===== config.mk =====
export PLATFORM = sky130hd
export DESIGN_NAME = uart_collector
export DESIGN_NICKNAME = d
export VERILOG_FILES = /design/src/rtl/uart_collector_pkg.sv /design/src/rtl/uart_collector_fifo.sv /design/src/rtl/uart_collector.sv
export SDC_FILE = /design/constraint.sdc
export NUM_CORES = 1
export LEC_CHECK = 0
export CORE_ASPECT_RATIO = 0.6
export CORE_MARGIN = 3
export CORE_UTILIZATION = 53
export CTS_CLUSTER_DIAMETER = 60
export DETAILED_ROUTE_END_ITERATION = 7
export GPL_TIMING_DRIVEN = 0
export PLACE_DENSITY = 0.73
export SLEW_MARGIN = 20
export SYNTH_ARGS = -nofsm -noshare
export SYNTH_HDL_FRONTEND = slang
export SYNTH_HIERARCHICAL = 1
export SYNTH_SLANG_ARGS = --single-unit

===== constraint.sdc =====
create_clock -name i_clk -period 2.3 [get_ports i_clk]
set_input_delay 0.345 -clock i_clk [delete_from_list [all_inputs] [get_ports i_clk]]
set_output_delay 0.345 -clock i_clk [all_outputs]
set_load 0.02 [all_outputs]

===== src/rtl/uart_collector_pkg.sv =====
// rtl/uart_collector_pkg.sv - Shared FSM states, constants and divider helper for uart_collector.
package uart_collector_pkg;

   typedef enum logic [2:0] {
      IDLE,
      START,
      DATA,
      PARITY,
      STOP,
      BREAK
   } state_t;

   localparam logic [7:0] LF = 8'h0A;

   function automatic int calc_div(input int clk_freq, input int baud);
      return clk_freq / baud;
   endfunction

endpackage


===== src/rtl/uart_collector_fifo.sv =====
// rtl/uart_collector_fifo.sv - First-word-fall-through byte FIFO, 2**DEPTH_LOG2 entries.
module uart_collector_fifo #(
   parameter int DEPTH_LOG2 = 2
) (
   input  logic       i_clk,
   input  logic       i_rst,
   input  logic       i_push,
   input  logic [7:0] i_data,
   input  logic       i_pop,
   output logic [7:0] o_data,
   output logic       o_full,
   output logic       o_empty
);
   localparam int DEPTH = 2 ** DEPTH_LOG2;

   logic [7:0]          r_mem [DEPTH];
   logic [DEPTH_LOG2:0] r_wr_ptr;
   logic [DEPTH_LOG2:0] r_rd_ptr;
   logic                w_do_push;
   logic                w_do_pop;

   // Extra MSB distinguishes full (MSBs differ) from empty (pointers equal).
   assign o_empty   = (r_wr_ptr == r_rd_ptr);
   assign o_full    = (r_wr_ptr[DEPTH_LOG2] != r_rd_ptr[DEPTH_LOG2]) &&
                      (r_wr_ptr[DEPTH_LOG2-1:0] == r_rd_ptr[DEPTH_LOG2-1:0]);
   assign w_do_pop  = i_pop && !o_empty;
   assign w_do_push = i_push && (!o_full || w_do_pop);
   assign o_data    = r_mem[r_rd_ptr[DEPTH_LOG2-1:0]];

   always_ff @(posedge i_clk) begin
      if (w_do_push) begin
         r_mem[r_wr_ptr[DEPTH_LOG2-1:0]] <= i_data;
      end
   end

   always_ff @(posedge i_clk) begin
      if (i_rst) begin
         r_wr_ptr <= '0;
         r_rd_ptr <= '0;
      end else begin
         if (w_do_push) r_wr_ptr <= r_wr_ptr + 1'b1;
         if (w_do_pop)  r_rd_ptr <= r_rd_ptr + 1'b1;
      end
   end

endmodule


===== src/rtl/uart_collector.sv =====
// rtl/uart_collector.sv - 8N1 UART receiver feeding a byte stream through a small FIFO.
// Define UART_COLLECTOR_PARITY_EN to expect an even-parity bit between data and stop.
module uart_collector
   import uart_collector_pkg::*;
#(
   parameter int CLK_FREQ   = 16000000,
   parameter int BAUD       = 57600,
   parameter int DEPTH_LOG2 = 2
) (
   input  logic       i_clk,
   input  logic       i_rst,
   input  logic       i_uart_rx,
   output logic [7:0] o_tdata,
   output logic       o_tlast,
   output logic       o_tvalid,
   input  logic       i_tready,
   output logic       o_overrun
);
   localparam int              DIV    = calc_div(CLK_FREQ, BAUD);
   localparam int              CW     = $clog2(DIV);
   localparam logic [CW-1:0]   C_HALF = CW'(DIV / 2 - 1);
   localparam logic [CW-1:0]   C_FULL = CW'(DIV - 1);

   logic          r_rx_meta;
   logic          r_rx_s;
   state_t        r_state;
   state_t        w_next_state;
   logic [CW-1:0] r_cnt;
   logic [2:0]    r_bit_idx;
   logic [7:0]    r_shift;
   logic          r_overrun;
   logic          w_tick;
   logic          w_push;
   logic          w_pop;
   logic          w_full;
   logic          w_empty;
   logic          w_byte_ok;
   logic [7:0]    w_head;

`ifdef UART_COLLECTOR_PARITY_EN
   logic          r_par_bit;
   assign w_byte_ok = ~^{r_shift, r_par_bit};
`else
   assign w_byte_ok = 1'b1;
`endif

   assign w_tick = (r_cnt == '0);

   always_comb begin
      w_next_state = r_state;
      w_push       = 1'b0;
      case (r_state)
         IDLE:  if (!r_rx_s) w_next_state = START;
         START: if (w_tick) w_next_state = r_rx_s ? IDLE : DATA;
         DATA: begin
            if (w_tick && r_bit_idx == 3'd7) begin
`ifdef UART_COLLECTOR_PARITY_EN
               w_next_state = PARITY;
`else
               w_next_state = STOP;
`endif
            end
         end
`ifdef UART_COLLECTOR_PARITY_EN
         PARITY: if (w_tick) w_next_state = STOP;
`endif
         STOP: begin
            if (w_tick) begin
               w_next_state = r_rx_s ? IDLE : BREAK;
               w_push       = r_rx_s && w_byte_ok;
            end
         end
         BREAK: if (r_rx_s) w_next_state = IDLE;
         default: w_next_state = IDLE;
      endcase
   end

   always_ff @(posedge i_clk) begin
      if (i_rst) begin
         r_rx_meta <= 1'b1;
         r_rx_s    <= 1'b1;
         r_state   <= IDLE;
         r_cnt     <= '0;
         r_bit_idx <= '0;
         r_shift   <= '0;
         r_overrun <= 1'b0;
`ifdef UART_COLLECTOR_PARITY_EN
         r_par_bit <= 1'b0;
`endif
      end else begin
         r_rx_meta <= i_uart_rx;
         r_rx_s    <= r_rx_meta;
         r_state   <= w_next_state;
         // Reload on every state change; otherwise free-run down, wrapping to a full bit time.
         if (w_next_state != r_state) r_cnt <= (w_next_state == START) ? C_HALF : C_FULL;
         else if (w_tick)             r_cnt <= C_FULL;
         else                         r_cnt <= r_cnt - 1'b1;
         if (r_state == START) begin
            r_bit_idx <= '0;
         end else if (r_state == DATA && w_tick) begin
            r_shift   <= {r_rx_s, r_shift[7:1]};
            r_bit_idx <= r_bit_idx + 1'b1;
         end
`ifdef UART_COLLECTOR_PARITY_EN
         if (r_state == PARITY && w_tick) r_par_bit <= r_rx_s;
`endif
         if (w_push && w_full && !w_pop) r_overrun <= 1'b1;
      end
   end

   uart_collector_fifo #(
      .DEPTH_LOG2 (DEPTH_LOG2)
   ) u_fifo (
      .i_clk   (i_clk),
      .i_rst   (i_rst),
      .i_push  (w_push),
      .i_data  (r_shift),
      .i_pop   (w_pop),
      .o_data  (w_head),
      .o_full  (w_full),
      .o_empty (w_empty)
   );

   assign w_pop     = !w_empty && i_tready;
   assign o_tvalid  = !w_empty;
   assign o_tdata   = w_empty ? 8'h00 : w_head;
   assign o_tlast   = !w_empty && (w_head == LF);
   assign o_overrun = r_overrun;

endmodule


* Word-level counts from Yosys, hierarchy flattened
Memory sizes are Yosys's and may differ from the RTL's. A register that Yosys moved wholly into a read port is not among the register bits.
Cells that the tools add are included.
** Operators by class
- Add/subtract/negate cells :: 4
- Eq/ne operators :: 11
- Muxes and demuxes :: 18
- Bitwise logic cells :: 1
- Reductions and logical operators :: 17
** Operator list (count)
- two-way mux 9 bit :: 3
- two-way mux 3 bit :: 6
- one-hot mux 3 bit (5 select lines) :: 1
- adder 3 x 1 -> 3 bit (second input constant) :: 3
- == test 3 bit (second input constant) :: 3
- logical AND 1 bit :: 9
- zero test 9 bit :: 1
- subtractor 9 x 1 -> 9 bit (second input constant) :: 1
- == test 8 x 4 -> 1 bit (second input constant) :: 1
- two-way mux 8 bit :: 1
- == test 3 x 1 -> 1 bit (second input constant) :: 2
- two-way mux 2 bit :: 3
- two-way mux 1 bit :: 4
- == test 3 x 2 -> 1 bit (second input constant) :: 1
- == test 3 bit :: 1
- zero test 1 bit :: 3
- zero test 3 bit :: 1
- inequality test 3 bit :: 1
- == test 2 bit :: 1
- AND reduction 2 bit :: 1
- OR reduction 2 bit :: 1
- logical OR 1 bit :: 1
- inequality test 1 bit :: 1
- NOT 1 bit :: 1
** Storage, ports and cells
- Register bits :: 32
- Memory bits (writable) :: 32
- Bits of input ports :: 4
- Output and inout bits :: 11
- Word-level logic and storage cells :: 61
- Memories :: 1
** Memory list
- u_fifo.r_mem :: depth 4, bits a word 8, read ports 1, clocked after memory_dff 1, wr ports 1, line uart_collector_fifo.sv:16 : logic [7:0] r_mem [DEPTH];

* Logic depth before layout (Yosys ltp)
Gate-level depths: netlist (run 1).
- Depth in word-level cells :: 8
- Gate-level depth with buffers :: 10
- Depth with buffers taken out :: 8

* By module
The synthesis (run 1) kept the hierarchy.
** Modules (own cells, without submodules)
- uart_collector_fifo :: instances 1, cells an instance 97, area an instance 1699.1 um^2
- uart_collector :: instances 1, cells an instance 151, area an instance 1318.8 um^2

* Worst setup path after synthesis (run 1)
Ideal clock, no wire load.
- Path kind :: reg-to-reg
- Start point :: register r_cnt[0]
- End point :: memory u_fifo.r_mem[2][0], enable pin
- Setup time :: 0.332 ns
- Arrival :: 2.127 ns
- Data required time :: 1.968 ns
- Slack :: -0.159 ns
- Cell stages (with the launch flop) :: 11
- Buffers on the path :: 2
- Path through :: dfxtp_1 -> inv_1 -> ha_1 -> or4b_1 -> buf_2 -> nor2_4 -> buf_6 -> and4b_1 -> inv_1 -> a41oi_2 -> and2_1
** Between the ends
- Word-level cells in the longest chain between the ends :: 6
** RTL lines
- start, declared :: line uart_collector.sv:28 : logic [CW-1:0] r_cnt;
- start signal, assigned :: line uart_collector.sv:95 : if (w_next_state != r_state) r_cnt <= (w_next_state == START) ? C_HALF : C_FULL;
- start signal, assigned :: line uart_collector.sv:97 : else r_cnt <= r_cnt - 1'b1;
- zero test 9 bit :: line uart_collector.sv:47 : assign w_tick = (r_cnt == '0);
- two-way mux 1 bit :: line uart_collector.sv:68 : if (w_tick) begin
- two-way mux 1 bit :: line uart_collector.sv:52 : case (r_state)
- named net w_push :: line uart_collector.sv:33 : logic w_push;
- logical AND 1 bit :: line uart_collector_fifo.sv:27 : assign w_do_push = i_push && (!o_full || w_do_pop);
- two-way mux 1 bit :: line uart_collector_fifo.sv:31 : if (w_do_push) begin
- two-way mux 1 bit (implied by the code) :: line uart_collector_fifo.sv:32 : r_mem[r_wr_ptr[DEPTH_LOG2-1:0]] <= i_data;
- end, declared :: line uart_collector_fifo.sv:16
The timed path passes the listed nets, and every way through them passes these cells.

==> results of run 1 <==
==> state kept, by name, indices dropped and copies added, names as in the netlist, named ones only <==
signal / count
u_fifo/r_wr_ptr: 3
u_fifo/r_rd_ptr: 3
r_state: 3
r_rx_meta: 1
u_fifo/r_mem: 32
r_cnt: 9
o_overrun: 1
r_rx_s: 1
r_shift: 8
r_bit_idx: 3
==> area by class of cell <==
| cell class | count | area (sq um) | area share |
|---|---|---|---|
| clock inverters | 6 | 82.58 | 0.02201 |
| clock buffers | 10 | 127.6 | 0.03402 |
| multi-input cells | 161 | 1393 | 0.3712 |
| well taps | 77 | 96.34 | 0.02568 |
| plain buffers | 9 | 68.82 | 0.01835 |
| flip-flops and latches | 66 | 1652 | 0.4403 |
| inverters | 10 | 37.54 | 0.01001 |
| repair buffers | 36 | 294.0 | 0.07839 |
==> metal layers <==
layer / GRT usage / vias to the layer above / routed length (um) / part of all wire
li1: - / 979 / - / -
met1: 0.3087 / 970 / 2941 / 0.49
met2: 0.2595 / 69 / 2509 / 0.42
met3: 0.05699 / 7 / 486 / 0.081
met4: 0.06785 / 0 / 72 / 0.012
met5: 0 / - / 0 / 0
==> worst max path at each step <==
stage	startpoint	to	slack, ns	cells after the start
after floorplan	r_cnt[0]	u_fifo/r_mem[0][0]	-0.08	10
after global placement	flop	o_tlast	-0.52	6
after detailed placement	flop	o_tlast	-0.54	6
after CTS	flop	o_tlast	-0.15	6
after global routing	flop	o_tlast	-0.19	6
final	flop	o_tlast	-0.09	6
==> power groups by stage <==
| stage | clock network, mW | logic [mW] | registers, mW |
|---|---|---|---|
| 2_1_floorplan | 0 | 0.527 | 1.37 |
| 5_1_grt | 1.10 | 0.828 | 1.38 |
| 3_3_place_gp | 0 | 0.642 | 1.38 |
| 3_5_place_dp | 0 | 0.659 | 1.38 |
| 4_1_cts | 1.04 | 0.725 | 1.36 |
| 6_report | 1.02 | 0.762 | 1.37 |
==> worst register-to-register path, cell delays in order (launching register included) <==
cell,delay [ns]
dfxtp_2,0.35
or4_4,0.51
buf_6,0.15
nor2_4,0.13
and4b_2,0.28
inv_2,0.05
a41oi_4,0.23
and2_4,0.28
==> per-stage QoR <==
| step | setup TNS [ns] | cell area [sq um] | util | std cells |
|---|---|---|---|---|
| after floorplan | -1.553 | 3052 | - | 248 |
| after global placement | -13.24 | 3288 | 0.6227 | 339 |
| after detailed placement | -15.55 | 3288 | 0.6227 | 339 |
| after CTS | -0.8258 | 3674 | 0.6957 | 366 |
| after global routing | -1.009 | 3751 | 0.7104 | 375 |
| final | -0.08980 | 3751 | 0.7104 | 375 |
==> cell families (layout without fill, tap and decap cells) <==
logic type               after synthesis  in the layout
multiplexers                          25             25
AND/OR/NAND/NOR                       90             91
buffers and inverters                 22             71
AO/OA/AOI/OAI                         26             26
XOR/XNOR                              10             10
adder cells (fa/ha/maj)                9              9
flip-flops                            66             66
==> synthesized netlist by cell type (2+ instances only) <==
master    count
nand2b_1      5
nor4_1        2
nor2b_1      14
and2_1        4
mux4_2        8
buf_6         3
xnor2_1       5
clkbuf_1      5
or2_2         4
dfxtp_1      34
buf_2         2
o21ai_0       3
o31ai_1       2
xnor2_2       2
mux2i_1      13
nand2_1      12
nor2_1       26
nand3b_1      2
o21a_1        3
mux2_1        3
edfxtp_1     32
nand3_1       4
inv_1        10
a21oi_1       8
ha_1          9
a41oi_2       2
nor3_1        8
xor2_1        2
==> cell usage in the layout (no fill, tap or decap), drive strengths merged, types with 2 or more instances in the layout <==
| cell type | synthesis | routed |
|---|---|---|
| dfxtp | 34 | 34 |
| edfxtp | 32 | 32 |
| nor2 | 27 | 28 |
| buf | 7 | 27 |
| clkbuf | 5 | 16 |
| nor2b | 14 | 14 |
| mux2i | 13 | 13 |
| nand2 | 13 | 13 |
| inv | 10 | 10 |
| ha | 9 | 9 |
| nor3 | 8 | 8 |
| a21oi | 8 | 8 |
| mux4 | 8 | 8 |
| xnor2 | 7 | 7 |
| dlygate4sd2 | 0 | 6 |
| nand2b | 5 | 5 |
| clkdlybuf4s50 | 0 | 5 |
| nand3 | 4 | 4 |
| or2 | 4 | 4 |
| and2 | 4 | 4 |
| clkinv | 0 | 4 |
| mux2 | 4 | 4 |
| o21ai | 3 | 3 |
| o21a | 3 | 3 |
| xor2 | 3 | 3 |
| nand3b | 2 | 2 |
| o31ai | 2 | 2 |
| bufinv | 0 | 2 |
| a41oi | 2 | 2 |
| nor4 | 2 | 2 |
| a32oi | 2 | 2 |
| a31oi | 2 | 2 |
==> repair_timing <==
item                       4_1_cts  5_1_grt
cloned                           1        0
setup endpoints to repair       49       39
resized for setup               39        7
buffers inserted                12       10
pin swaps                        7        6
==> impl_metrics.json, run 1 <==
{
  "drc": 0,
  "vias": 2025,
  "r2r_start": "r_cnt[4]",
  "grt_pass1_vias": 1879,
  "place_ws_ns": -0.5408,
  "critPathTopFamily": "multiplexers",
  "cp_max_fo": 8,
  "violations": "negative setup slack",
  "synth_top_family_by_area": "simple AND/OR/NAND/NOR gates",
  "hold_viol": 0,
  "slew_headroom": 0.6632,
  "p_per_area_nw_per_um2": 839.9,
  "synthAdderAreaFrac": 0.03731,
  "drt_iter0_drc": 91,
  "area_growth_syn_to_layout_pct": 24.30,
  "antenna_found_initial": 0,
  "cts_max_path_buffers": 2,
  "h-tree-depth": 3,
  "cts-hold-fix-buffers": 0,
  "start_util": 0.5716,
  "drive_gt1_frac": 0.2953,
  "ioPinCount": 15,
  "yosys.area_share.simple": 0.1592,
  "netSwitchingFraction": 0.2784,
  "routed_wl_mm": 6.010,
  "tightest_slew_ns": 0.5053,
  "netlist_area_sq_um": 3018,
  "worstHoldPathCells": 1,
  "synth_fp_nets": 261,
  "ant_nets": 0,
  "ff2ff_path_depth": 7,
  "synth_area_leaders": "edfxtp_1, dfxtp_1, mux4_2",
  "combPwrFrac": 0.242,
  "p_clk_frac": 0.324,
  "ys_types": 49,
  "finClkSkew_ns": 0.009909,
  "grtUsageTotal": 0.1979,
  "hold_path_class": "reg -> reg",
  "synth_top_flop_cell": "dfxtp_1",
  "max_freq_ghz": 0.4184,
  "synth_compound_area_frac": 0.06716,
  "seq_area_frac_synth": 0.5439,
  "worst_slack_ns": -0.08980,
  "die-width_um": 103.4,
  "rrSetupSlack_ns": 0.01,
  "synth-seq-cells": 66,
  "syn_area_per_cell_sq_um": 12.17,
  "grt_pass1_wl_mm": 9.742,
  "hp-start": "r_rx_meta",
  "internal_power_mw": 2.273,
  "power_mw": 3.151,
  "grt_max_degree": 13,
  "min_period_over_period": 1.039,
  "syn_inst": 248,
  "min_period_ns": 2.390,
  "hold_slack_ns": 0.4159,
  "setup_viol": 1,
  "design.die.area_sq_um": 6665,
  "path_class": "reg -> out",
  "required_ns": 1.96,
  "drv_cap": 0,
  "critPathLaunchType": "flop",
  "worstSkewPairLatency_ns": 0.33,
  "synth_top_area_frac": 0.3184,
  "post-dp-hpwl_mm": 3.941,
  "leakage_nw": 1.457,
  "path_buf_inv": 2,
  "overflow": 0,
  "die_h_um": 64.45,
  "clock-sinks": 66,
  "async_reset_ff_frac": 0,
  "numCtsBuffers": 9,
  "routabilityCongestion": 0.8334,
  "cts_root_buf": "clkbuf_8",
  "antenna_cells": 0,
  "fillers": 386,
  "path_cells": "buf_12, mux4_2, nor4b_4, nand2_1, nor4_2, buf_4",
  "setup.worst_path.end_class": "output port",
  "tritoncts": "yes",
  "place.port_buffers": 14,
  "hold_end": "r_rx_s",
  "routedWlPerCell_um": 16.03,
  "r2r_end": "u_fifo/r_mem[0][5]",
  "slowest_delay_ns": 0.54,
  "synth-edff-count": 32,
  "synth_xor_area_frac": 0.03648,
  "sequentialPowerShare": 0.434,
  "viasPerCell": 5.400,
  "p_sw_mw": 0.8772,
  "vdd_drop_max_v": 0.0006329,
  "rows": 20,
  "core-area_sq_um": 5280,
  "clk_pin_slew_ns": 0.07,
  "layout.nets": 306,
  "rsz0062_at_grt": "true",
  "status": "finished, violations left",
  "yosysWarnings": 6,
  "worstPathArrival_ns": 2.04,
  "dr.pass1.iters": 4,
  "yosysTopAreaCell": "edfxtp_1",
  "synthMuxAreaShare": 0.1190,
  "maxSlewViolCount": 0,
  "crit_slowest_cell": "mux4_2"
}
Note: power is estimated with default switching activity, not from simulation.
==> inputs of run 2 (changes only) <==
--- a/config.mk
+++ b/config.mk
@@ -12,7 +12,6 @@
 export DETAILED_ROUTE_END_ITERATION = 7
 export GPL_TIMING_DRIVEN = 0
 export PLACE_DENSITY = 0.73
-export SLEW_MARGIN = 20
 export SYNTH_ARGS = -nofsm -noshare
 export SYNTH_HDL_FRONTEND = slang
 export SYNTH_HIERARCHICAL = 1
==> results of run 2 <==
The final DEF is identical to that of run 1; final timing and power are the same.
